===== src/rtl/cp0_defs.sv =====
// Shared CP0 definitions: register numbers, exception type codes, ExcCode values
// and Status/Cause field positions and write masks.
package cp0_defs;

   localparam logic [4:0] CP0_BADVADDR = 5'd8;
   localparam logic [4:0] CP0_COUNT    = 5'd9;
   localparam logic [4:0] CP0_COMPARE  = 5'd11;
   localparam logic [4:0] CP0_STATUS   = 5'd12;
   localparam logic [4:0] CP0_CAUSE    = 5'd13;
   localparam logic [4:0] CP0_EPC      = 5'd14;
   localparam logic [4:0] CP0_PRID     = 5'd15;
   localparam logic [4:0] CP0_CONFIG   = 5'd16;

   localparam logic [31:0] EXC_INT  = 32'h1;
   localparam logic [31:0] EXC_ADEL = 32'h4;
   localparam logic [31:0] EXC_ADES = 32'h5;
   localparam logic [31:0] EXC_SYS  = 32'h8;
   localparam logic [31:0] EXC_BP   = 32'h9;
   localparam logic [31:0] EXC_RI   = 32'ha;
   localparam logic [31:0] EXC_OV   = 32'hc;
   localparam logic [31:0] EXC_ERET = 32'he;

   localparam logic [4:0] EXCCODE_INT  = 5'd0;
   localparam logic [4:0] EXCCODE_ADEL = 5'd4;
   localparam logic [4:0] EXCCODE_ADES = 5'd5;
   localparam logic [4:0] EXCCODE_SYS  = 5'd8;
   localparam logic [4:0] EXCCODE_BP   = 5'd9;
   localparam logic [4:0] EXCCODE_RI   = 5'd10;
   localparam logic [4:0] EXCCODE_OV   = 5'd12;

   localparam int STATUS_IE  = 0;
   localparam int STATUS_EXL = 1;
   localparam int CAUSE_BD   = 31;
   localparam int CAUSE_TI   = 30;

   localparam logic [31:0] STATUS_RESET = 32'h0040_0000;
   localparam logic [31:0] STATUS_WMASK = 32'h0000_FF03;
   localparam logic [31:0] CAUSE_WMASK  = 32'h0000_0300;

   typedef struct packed {
      logic       take;
      logic [4:0] code;
      logic       badv;
   } exc_dec_t;

   function automatic exc_dec_t exc_decode(input logic [31:0] t);
      exc_dec_t d;
      d = '{take: 1'b1, code: EXCCODE_INT, badv: 1'b0};
      case (t)
         EXC_INT:  d.code = EXCCODE_INT;
         EXC_ADEL: begin d.code = EXCCODE_ADEL; d.badv = 1'b1; end
         EXC_ADES: begin d.code = EXCCODE_ADES; d.badv = 1'b1; end
         EXC_SYS:  d.code = EXCCODE_SYS;
         EXC_BP:   d.code = EXCCODE_BP;
         EXC_RI:   d.code = EXCCODE_RI;
         EXC_OV:   d.code = EXCCODE_OV;
         default:  d.take = 1'b0;
      endcase
      return d;
   endfunction

endpackage


===== src/rtl/cp0_regfile_timer.sv =====
// Count/Compare timer: Count advances once every COUNT_DIV cycles and a sticky
// timer interrupt is raised on Count == Compare (Compare != 0).
module cp0_timer #(
   parameter int COUNT_DIV = 2
) (
   input  logic        clk,
   input  logic        rst,
   input  logic        we_count_i,
   input  logic        we_compare_i,
   input  logic [31:0] wdata_i,
   output logic [31:0] count_o,
   output logic [31:0] compare_o,
   output logic        timer_int_o
);

   logic        phase_q, phase_d;
   logic        tick;
   logic [31:0] count_q, count_d;
   logic [31:0] compare_q, compare_d;
   logic        tint_q, tint_d;

   always_comb begin
      phase_d   = (COUNT_DIV == 1) ? 1'b0 : ~phase_q;
      tick      = (COUNT_DIV == 1) ? 1'b1 : phase_q;
      count_d   = tick ? count_q + 32'd1 : count_q;
      compare_d = compare_q;
      tint_d    = tint_q;
      if (we_count_i) count_d = wdata_i;
      if (count_q == compare_q && compare_q != 32'd0) tint_d = 1'b1;
      // A Compare write acknowledges the interrupt, even against a fresh match.
      if (we_compare_i) begin
         compare_d = wdata_i;
         tint_d    = 1'b0;
      end
   end

   always_ff @(posedge clk or posedge rst) begin
      if (rst) begin
         phase_q   <= 1'b0;
         count_q   <= '0;
         compare_q <= '0;
         tint_q    <= 1'b0;
      end else begin
         phase_q   <= phase_d;
         count_q   <= count_d;
         compare_q <= compare_d;
         tint_q    <= tint_d;
      end
   end

   assign count_o     = count_q;
   assign compare_o   = compare_q;
   assign timer_int_o = tint_q;

endmodule


===== src/rtl/cp0_regfile.sv =====
// CP0 register file: MFC0/MTC0 access, exception entry/ERET side effects,
// interrupt sampling and pipeline redirect.
module cp0_regfile
   import cp0_defs::*;
#(
   parameter logic [31:0] PRID       = 32'h0001_8000,
   parameter int          COUNT_DIV  = 2,
   parameter logic [31:0] EXC_VECTOR = 32'hBFC0_0380
) (
   input  logic        clk,
   input  logic        rst,
   input  logic        we_i,
   input  logic [4:0]  waddr_i,
   input  logic [4:0]  raddr_i,
   input  logic [31:0] wdata_i,
   input  logic [5:0]  int_i,
   input  logic [31:0] excepttype_i,
   input  logic [31:0] pc_i,
   input  logic        is_in_delayslot_i,
   input  logic [31:0] bad_addr_i,
   output logic [31:0] data_o,
   output logic [31:0] status_o,
   output logic [31:0] cause_o,
   output logic [31:0] epc_o,
   output logic [31:0] count_o,
   output logic [31:0] compare_o,
   output logic [31:0] badvaddr_o,
   output logic        timer_int_o,
   output logic        flush_o,
   output logic [31:0] newpc_o
);

   logic [31:0] status_q, status_d, cause_q, cause_d;
   logic [31:0] epc_q, epc_d, badv_q, badv_d;
   logic [31:0] status_w, cause_w, epc_w, badv_w, count_w, compare_w;
   logic        wr_count, wr_compare, wr_status, wr_cause, wr_epc, wr_badv;
   logic        eret;
   exc_dec_t    exc;

   assign wr_count   = we_i && (waddr_i == CP0_COUNT);
   assign wr_compare = we_i && (waddr_i == CP0_COMPARE);
   assign wr_status  = we_i && (waddr_i == CP0_STATUS);
   assign wr_cause   = we_i && (waddr_i == CP0_CAUSE);
   assign wr_epc     = we_i && (waddr_i == CP0_EPC);
   assign wr_badv    = we_i && (waddr_i == CP0_BADVADDR);

   cp0_timer #(.COUNT_DIV(COUNT_DIV)) u_timer (
      .clk          (clk),
      .rst          (rst),
      .we_count_i   (wr_count),
      .we_compare_i (wr_compare),
      .wdata_i      (wdata_i),
      .count_o      (count_o),
      .compare_o    (compare_o),
      .timer_int_o  (timer_int_o)
   );

   // Register values with this cycle's MTC0 applied; serve both the bypassed
   // read port and the base for exception field overrides.
   assign status_w  = wr_status  ? ((wdata_i & STATUS_WMASK) | STATUS_RESET) : status_q;
   assign cause_w   = wr_cause   ? ((cause_q & ~CAUSE_WMASK) | (wdata_i & CAUSE_WMASK)) : cause_q;
   assign epc_w     = wr_epc     ? wdata_i : epc_q;
   assign badv_w    = wr_badv    ? wdata_i : badv_q;
   assign count_w   = wr_count   ? wdata_i : count_o;
   assign compare_w = wr_compare ? wdata_i : compare_o;

   assign exc  = exc_decode(excepttype_i);
   assign eret = (excepttype_i == EXC_ERET);

   always_comb begin
      status_d = status_w;
      cause_d  = cause_w;
      epc_d    = epc_w;
      badv_d   = badv_w;
      cause_d[15:10]   = {int_i[5] | timer_int_o, int_i[4:0]};
      cause_d[CAUSE_TI] = timer_int_o;
      if (exc.take) begin
         status_d[STATUS_EXL] = 1'b1;
         cause_d[6:2]         = exc.code;
         if (!status_w[STATUS_EXL]) begin
            epc_d             = is_in_delayslot_i ? pc_i - 32'd4 : pc_i;
            cause_d[CAUSE_BD] = is_in_delayslot_i;
         end
         if (exc.badv) badv_d = bad_addr_i;
      end else if (eret) begin
         status_d[STATUS_EXL] = 1'b0;
      end
   end

   always_ff @(posedge clk or posedge rst) begin
      if (rst) begin
         status_q <= STATUS_RESET;
         cause_q  <= '0;
         epc_q    <= '0;
         badv_q   <= '0;
      end else begin
         status_q <= status_d;
         cause_q  <= cause_d;
         epc_q    <= epc_d;
         badv_q   <= badv_d;
      end
   end

   always_comb begin
      case (raddr_i)
         CP0_BADVADDR: data_o = badv_w;
         CP0_COUNT:    data_o = count_w;
         CP0_COMPARE:  data_o = compare_w;
         CP0_STATUS:   data_o = status_w;
         CP0_CAUSE:    data_o = cause_w;
         CP0_EPC:      data_o = epc_w;
         CP0_PRID:     data_o = PRID;
         default:      data_o = 32'h0;
      endcase
   end

   assign flush_o    = (excepttype_i != 32'h0);
   assign newpc_o    = eret ? epc_w : (flush_o ? EXC_VECTOR : 32'h0);
   assign status_o   = status_q;
   assign cause_o    = cause_q;
   assign epc_o      = epc_q;
   assign badvaddr_o = badv_q;

endmodule

===== config.mk =====
export PLATFORM = sky130hd
export DESIGN_NAME = cp0_regfile
export DESIGN_NICKNAME = d
export VERILOG_FILES = /design/src/rtl/cp0_defs.sv /design/src/rtl/cp0_regfile_timer.sv /design/src/rtl/cp0_regfile.sv
export SDC_FILE = /design/constraint.sdc
export NUM_CORES = 1
export LEC_CHECK = 0
export CORE_ASPECT_RATIO = 0.9
export CORE_MARGIN = 2
export CORE_UTILIZATION = 35
export CTS_BUF_LIST = sky130_fd_sc_hd__clkbuf_2 sky130_fd_sc_hd__clkbuf_4 sky130_fd_sc_hd__clkbuf_8
export DETAILED_ROUTE_END_ITERATION = 8
export PLACE_DENSITY = 0.69
export SYNTH_ARGS = -nofsm -noshare
export SYNTH_HDL_FRONTEND = slang
export SYNTH_SLANG_ARGS = --single-unit
export TNS_END_PERCENT = 20

===== constraint.sdc =====
create_clock -name clk -period 5.2 [get_ports clk]
set_clock_uncertainty 0.15 [all_clocks]
set_input_delay 0.78 -clock clk [delete_from_list [all_inputs] [get_ports clk]]
set_output_delay 0.78 -clock clk [all_outputs]
set_load 0.02 [all_outputs]

# ---- After elaboration in Yosys (flattened, before gate mapping)
# Cells that the tools add are included.
dict set report classes {
  addsub 2
  eq_ne 22
  muxes 26
  bitwise_logic 3
  reduce_logical 13
}
# operator n
set ops {}
lappend ops {{two-way mux 32 bit} 15}
lappend ops {{case mux 32 bit (7 select lines)} 1}
lappend ops {{== test 32 x 4 -> 1 bit, second input constant} 5}
lappend ops {{== test 5 x 4 -> 1 bit, second input constant} 13}
lappend ops {{== test 32 x 3 -> 1 bit, second input constant} 2}
lappend ops {{nonzero test 32 bit} 2}
lappend ops {{adder 32 x 1 -> 32 bit, second input constant} 1}
lappend ops {{== test 32 x 1 -> 1 bit, second input constant} 1}
lappend ops {{== test 32 bit} 1}
lappend ops {{OR 32 x 10 -> 32 bit} 1}
lappend ops {{subtractor 32 x 3 -> 32 bit, second input constant} 1}
lappend ops {{case mux 4 bit (6 select lines)} 1}
lappend ops {{two-way mux 1 bit} 8}
lappend ops {{logical AND 1 bit} 7}
lappend ops {{OR reduction 7 bit} 1}
lappend ops {{two-way mux 5 bit} 1}
lappend ops {{nonzero test 2 bit} 2}
lappend ops {{OR reduction 2 bit} 1}
lappend ops {{inverter 1 bit} 1}
lappend ops {{OR 1 bit} 1}
dict set report totals {
  ff_bits 194
  inputBits 148
  output_inout_bits 258
  elab_cells 74
}

# ---- Logic depth before layout (Yosys ltp)
dict set report depth {
  depth_word 5
  mapped_depth 8
  ltp_nobuf 7
}

# ---- By module
# A second synthesis with hierarchy kept.
dict set report hier_totals {
  cells_unflattened 1154
  hier_area_um2 10929.2
}
# module instances cells_per_inst area_each_um2 seq_area_each_um2
set modules_own_cells {}
lappend modules_own_cells {cp0_regfile 1 805 7358.3 2753.9}
lappend modules_own_cells {cp0_timer 1 349 3570.9 1651.6}

# ---- Worst setup path before layout
# No wires, ideal clock.
dict set report synth_path {
  kind {input to output}
  from {in waddr_i[4]}
  to {out data_o[8]}
  t_arrival_ns 2.672
  required_ns 4.270
  setup_slack_ns 1.598
  cell_stages 6
  path_buffers 1
  cell_sequence {nand4bb_1 nor2_1 buf_2 mux2_2 o2bb2ai_1 or4b_1}
}
dict set report synth_between {
  elab_chain_len 4
  word_cells_on_any_way 19
  cone_classes {eq/ne (6); mux (7); reduce/logical (6)}
}
# element line
set synth_lines {}
lappend synth_lines {{start: declaration} cp0_regfile.sv:13} ;# input logic [4:0] waddr_i,
lappend synth_lines {{== test 5 x 4 -> 1 bit} cp0_regfile.sv:41} ;# assign wr_compare = we_i && (waddr_i == CP0_COMPARE);
lappend synth_lines {{logical AND 1 bit} cp0_regfile.sv:41}
lappend synth_lines {{two-way mux 32 bit} --}
lappend synth_lines {{via compare_w[8]} cp0_regfile.sv:35} ;# logic [31:0] status_w, cause_w, epc_w, badv_w, count_w, compare_w;
lappend synth_lines {{case mux 32 bit (7 select lines)} cp0_regfile.sv:105} ;# case (raddr_i)
lappend synth_lines {{end: declaration} cp0_regfile.sv:21} ;# output logic [31:0] data_o,
# The timed path passes the listed nets, and every way through them passes these cells.

# ---- Worst setup path in the final report
dict set report layout_path {
  from {in excepttype_i[6]}
  to {out newpc_o[8]}
}
dict set report layout_between {
  elab_chain_len 3
  word_cells_on_any_way 4
  cone_classes {eq/ne (1); mux (2); reduce/logical (1)}
}
# element line
set layout_lines {}
lappend layout_lines {{start: declaration} cp0_regfile.sv:17} ;# input logic [31:0] excepttype_i,
lappend layout_lines {{nonzero test 32 bit} cp0_regfile.sv:117} ;# assign flush_o = (excepttype_i != 32'h0);
lappend layout_lines {{two-way mux 32 bit} cp0_regfile.sv:118} ;# assign newpc_o = eret ? epc_w : (flush_o ? EXC_VECTOR : 32'h0);
lappend layout_lines {{two-way mux 32 bit (*)} cp0_regfile.sv:118}
lappend layout_lines {{end: declaration} cp0_regfile.sv:30} ;# output logic [31:0] newpc_o
# Mark *: on every way between the ends. The rest lies on a longest branch, timed or not.

==> key figures <==
Route
  • Routed len/inst: 25.6 microns
  • Via density: 5.63
  • 1st-iter DRT viols: 969
  • Routed via count: 10.4k
  • Wirelength, routed: 47.5 mm
  • 1st-pass router iterations: 5
  • Residual DRC: 0
  • ANT nets after route: 0

Power and ir drop
  • Leak: 6.34 nW
  • Worst IR drop on VDD: 0.150 mV
  • PwrDens: 320 nW/um^2

Timing
  • Slew Limit Fails: 0
  • Crit share post-route: 0.920
  • Max Clk Rate: 209 MHz
  • Final hold slack: 372 ps
  • Setup Viol. Count Final: 0
  • RSZ-0062 raised after global routing: false
  • Least-Margin Pin Slew: 1080 ps
  • Final worst path period need: 4780 ps
  • Number of hold violations in the final report: 0
  • Headroom to the max-slew limit: 0.279
  • Setup_tns: 0 ps

Worst hold path
  • Hold_sp: status_o[27]
  • Min-delay worst type: reg -> reg
  • Hold path endpoint: status_o[27]
  • Hold path depth: 1

Placed design
  • RePlAce Congestion: 0.957
  • Hpwl dp: 37.5 mm
  • Cell count after placement: 1,821
  • Area after DPL: 14,700 sq um
  • Buffers on Ports: 387

Synthesis
  • Distinct cells, synth: 63
  • Top-count cell post-synth: dfrtp_1
  • Post-synth top area share: 0.419
  • Synth Warn #: 0
  • Seq cells post-synth: 176
  • FFs w/ async S/R, synth: 1.00
  • Synth Instances: 1,079
  • Synthesized cell area: 10,400 sq um
  • Register area share after synthesis: 0.422
  • Post-Syn Area per Cell: 9.68 sq um
  • Top post-synthesis cells by area: dfrtp_1 (42%), mux2i_1 (10%), xnor2_1 (5.2%), mux2_2 (4.5%), nor2_1 (3.6%)
  • Predominant post-synthesis flop cell: dfrtp_1
  • Post-synth EDFFs: 0
  • Largest area contributor in the netlist: dfrtp_1
  • Top cells by count, synth: dfrtp_1 (175), mux2i_1 (109), nor2_1 (99), nand2_1 (90), xnor2_1 (62)

CTS
  • Post-CTS sizing: 0
  • Clock sink count: 176
  • Hold_buf cts: 0
  • CTS tree: done
  • CTS H-Tree Depth: 4
  • Num CTS Buffers: 17
  • CTS clk-pin slew, worst paths: 80 ps
  • Post-CTS setup buffers: 0
  • Clk root buf: clkbuf_8
  • Clk buf depth: 2
  • Clock Latency Late Sink: 480 ps

Flow run
  • Max_cap viols: 0

Worst setup path
  • Crit-path max FO: 24
  • CP cell instances: clkdlybuf4s50_1, nor4_1, nand4_1, or2_1, or3_1, o21ai_0, clkdlybuf4s50_1
  • CP bufs+invs: 2
  • Critical path's slowest cell: or3_1
  • Top Family by Delay on Critical Path: simple AND/OR/NAND/NOR gates
  • R2R Path End: u_timer.count_o[17]
  • R2r startpoint: u_timer.count_o[3]
  • WP data arrival: 3850 ps
  • Critical path's largest stage delay: 700 ps
  • Crit path required time: 4270 ps
  • Most Frequent Cell on Critical Path: clkdlybuf4s50_1
  • Critical Path Source Type: input port
  • Critical Path Sink Type: primary output
  • FF-to-FF setup slack: 2750 ps
  • CP Class: in -> out
  • Reg2Reg Depth: 5

Die
  • Initial Util: 0.358
  • Full die area: 31,200 sq um
  • Core ar.: 29,200 sq um
  • Num ports: 406
  • DIE WIDTH: 186 microns
  • Die Ht: 168 microns
  • Core Rows: 59

Layout
  • Share of cells above drive strength 1: 0.0865
  • Cell Count, Final, Fillers Out: 1,854
  • Area growth syn-to-layout: 44.9%
  • Finished Cell Area: 15,100 sq um
  • Nets: 1,594

Global route
  • Vias in the first global route: 10.1k
  • Gr usage total: 0.302
  • Grt ovf: 0
  • Initial antenna violation count: 3
  • Largest net degree at the start of global routing: 177
  • First-pass GRT wire length: 68.5 mm

Status
  • Status: completed
worst max path at each step:
stage                          from         end  slack, ps  cells past startpoint
finish              excepttype_i[6]  newpc_o[8]        420                      7
floorplan                waddr_i[4]   data_o[8]       1600                      6
global route             waddr_i[4]  data_o[22]        270                      8
CTS                      waddr_i[4]  data_o[22]        390                      8
global placement         waddr_i[2]  data_o[22]        420                      8
detailed placement       waddr_i[0]  data_o[22]        420                      8
power breakdown:
part / switching (mW) / total (mW) / internal, mW
Combinational: 0.950 / 1.80 / 0.848
Sequential: 0.385 / 1.99 / 1.61
Clock: 0.539 / 1.06 / 0.523
Total: 1.87 / 4.85 / 2.98
cells by family after synthesis:
| family | synth area share |
|---|---|
| AOI/OAI and AO/OA | 0.112 |
| xor gates and xnor gates | 0.0763 |
| adders and majority gates | 0.00240 |
| buffers and inverters | 0.0496 |
| DFF | 0.422 |
| muxes | 0.153 |
| other | 0.000359 |
| and+or+nand+nor | 0.185 |
layout make-up:
class                      count  area, sq um
fill                        2723        14000
multi-input combinational    821         5610
sequential                   176         4410
timing repair buffer         419         4160
tap                          396          495
clock buffer                  23          292
clock inverter                 9          131
inverter                       9         37.5
antenna                        1         2.50
per-stage QoR:
stage	total power [mW]	utilization	setup WS, ps
2_1_floorplan	2.77	-	1600
3_5_place_dp	3.80	0.505	422
3_3_place_gp	3.78	0.505	424
6_report	4.85	0.519	417
4_1_cts	4.85	0.519	387
5_1_grt	5.05	0.519	269
placed cells by master, fill, tap and decap left out, types with 4 or more instances in the layout:
master             n
clkdlybuf4s50_1  387
dfrtp_1          175
mux2i_1          109
nor2_1            95
nand2_1           89
xnor2_1           62
a21oi_1           61
o21ai_0           44
mux2_2            42
nor4_1            32
xor2_1            29
buf_4             28
and2_1            23
nor3_1            22
o2bb2ai_1         21
nand4_1           20
nand3_1           20
clkbuf_8          19
conb_1            18
or3_1             14
a22o_1            11
o22ai_1           10
or4b_1             9
inv_1              8
o22a_1             8
or4_1              7
a22oi_1            7
nand4b_1           4
o211ai_1           4
and3_1             4
clkinvlp_4         4
o21ai_1            4
clkbuf_4           4
buf_12             4
routing by layer:
layer	global-route usage	share of wire	vias to the layer above
li1	-	-	4573
met1	0.428	0.44	5209
met2	0.446	0.44	561
met3	0.0781	0.088	83
met4	0.103	0.032	4
met5	0	0.00057	-
registers in the layout (all words and copies together) (netlist names):
signal               cells
u_timer.phase_q          1
cause_o                 14
status_o                32
badvaddr_o              32
u_timer.timer_int_o      1
u_timer.compare_o       32
epc_o                   32
u_timer.count_o         32
No activity file was read; power rests on OpenSTA's default activity.
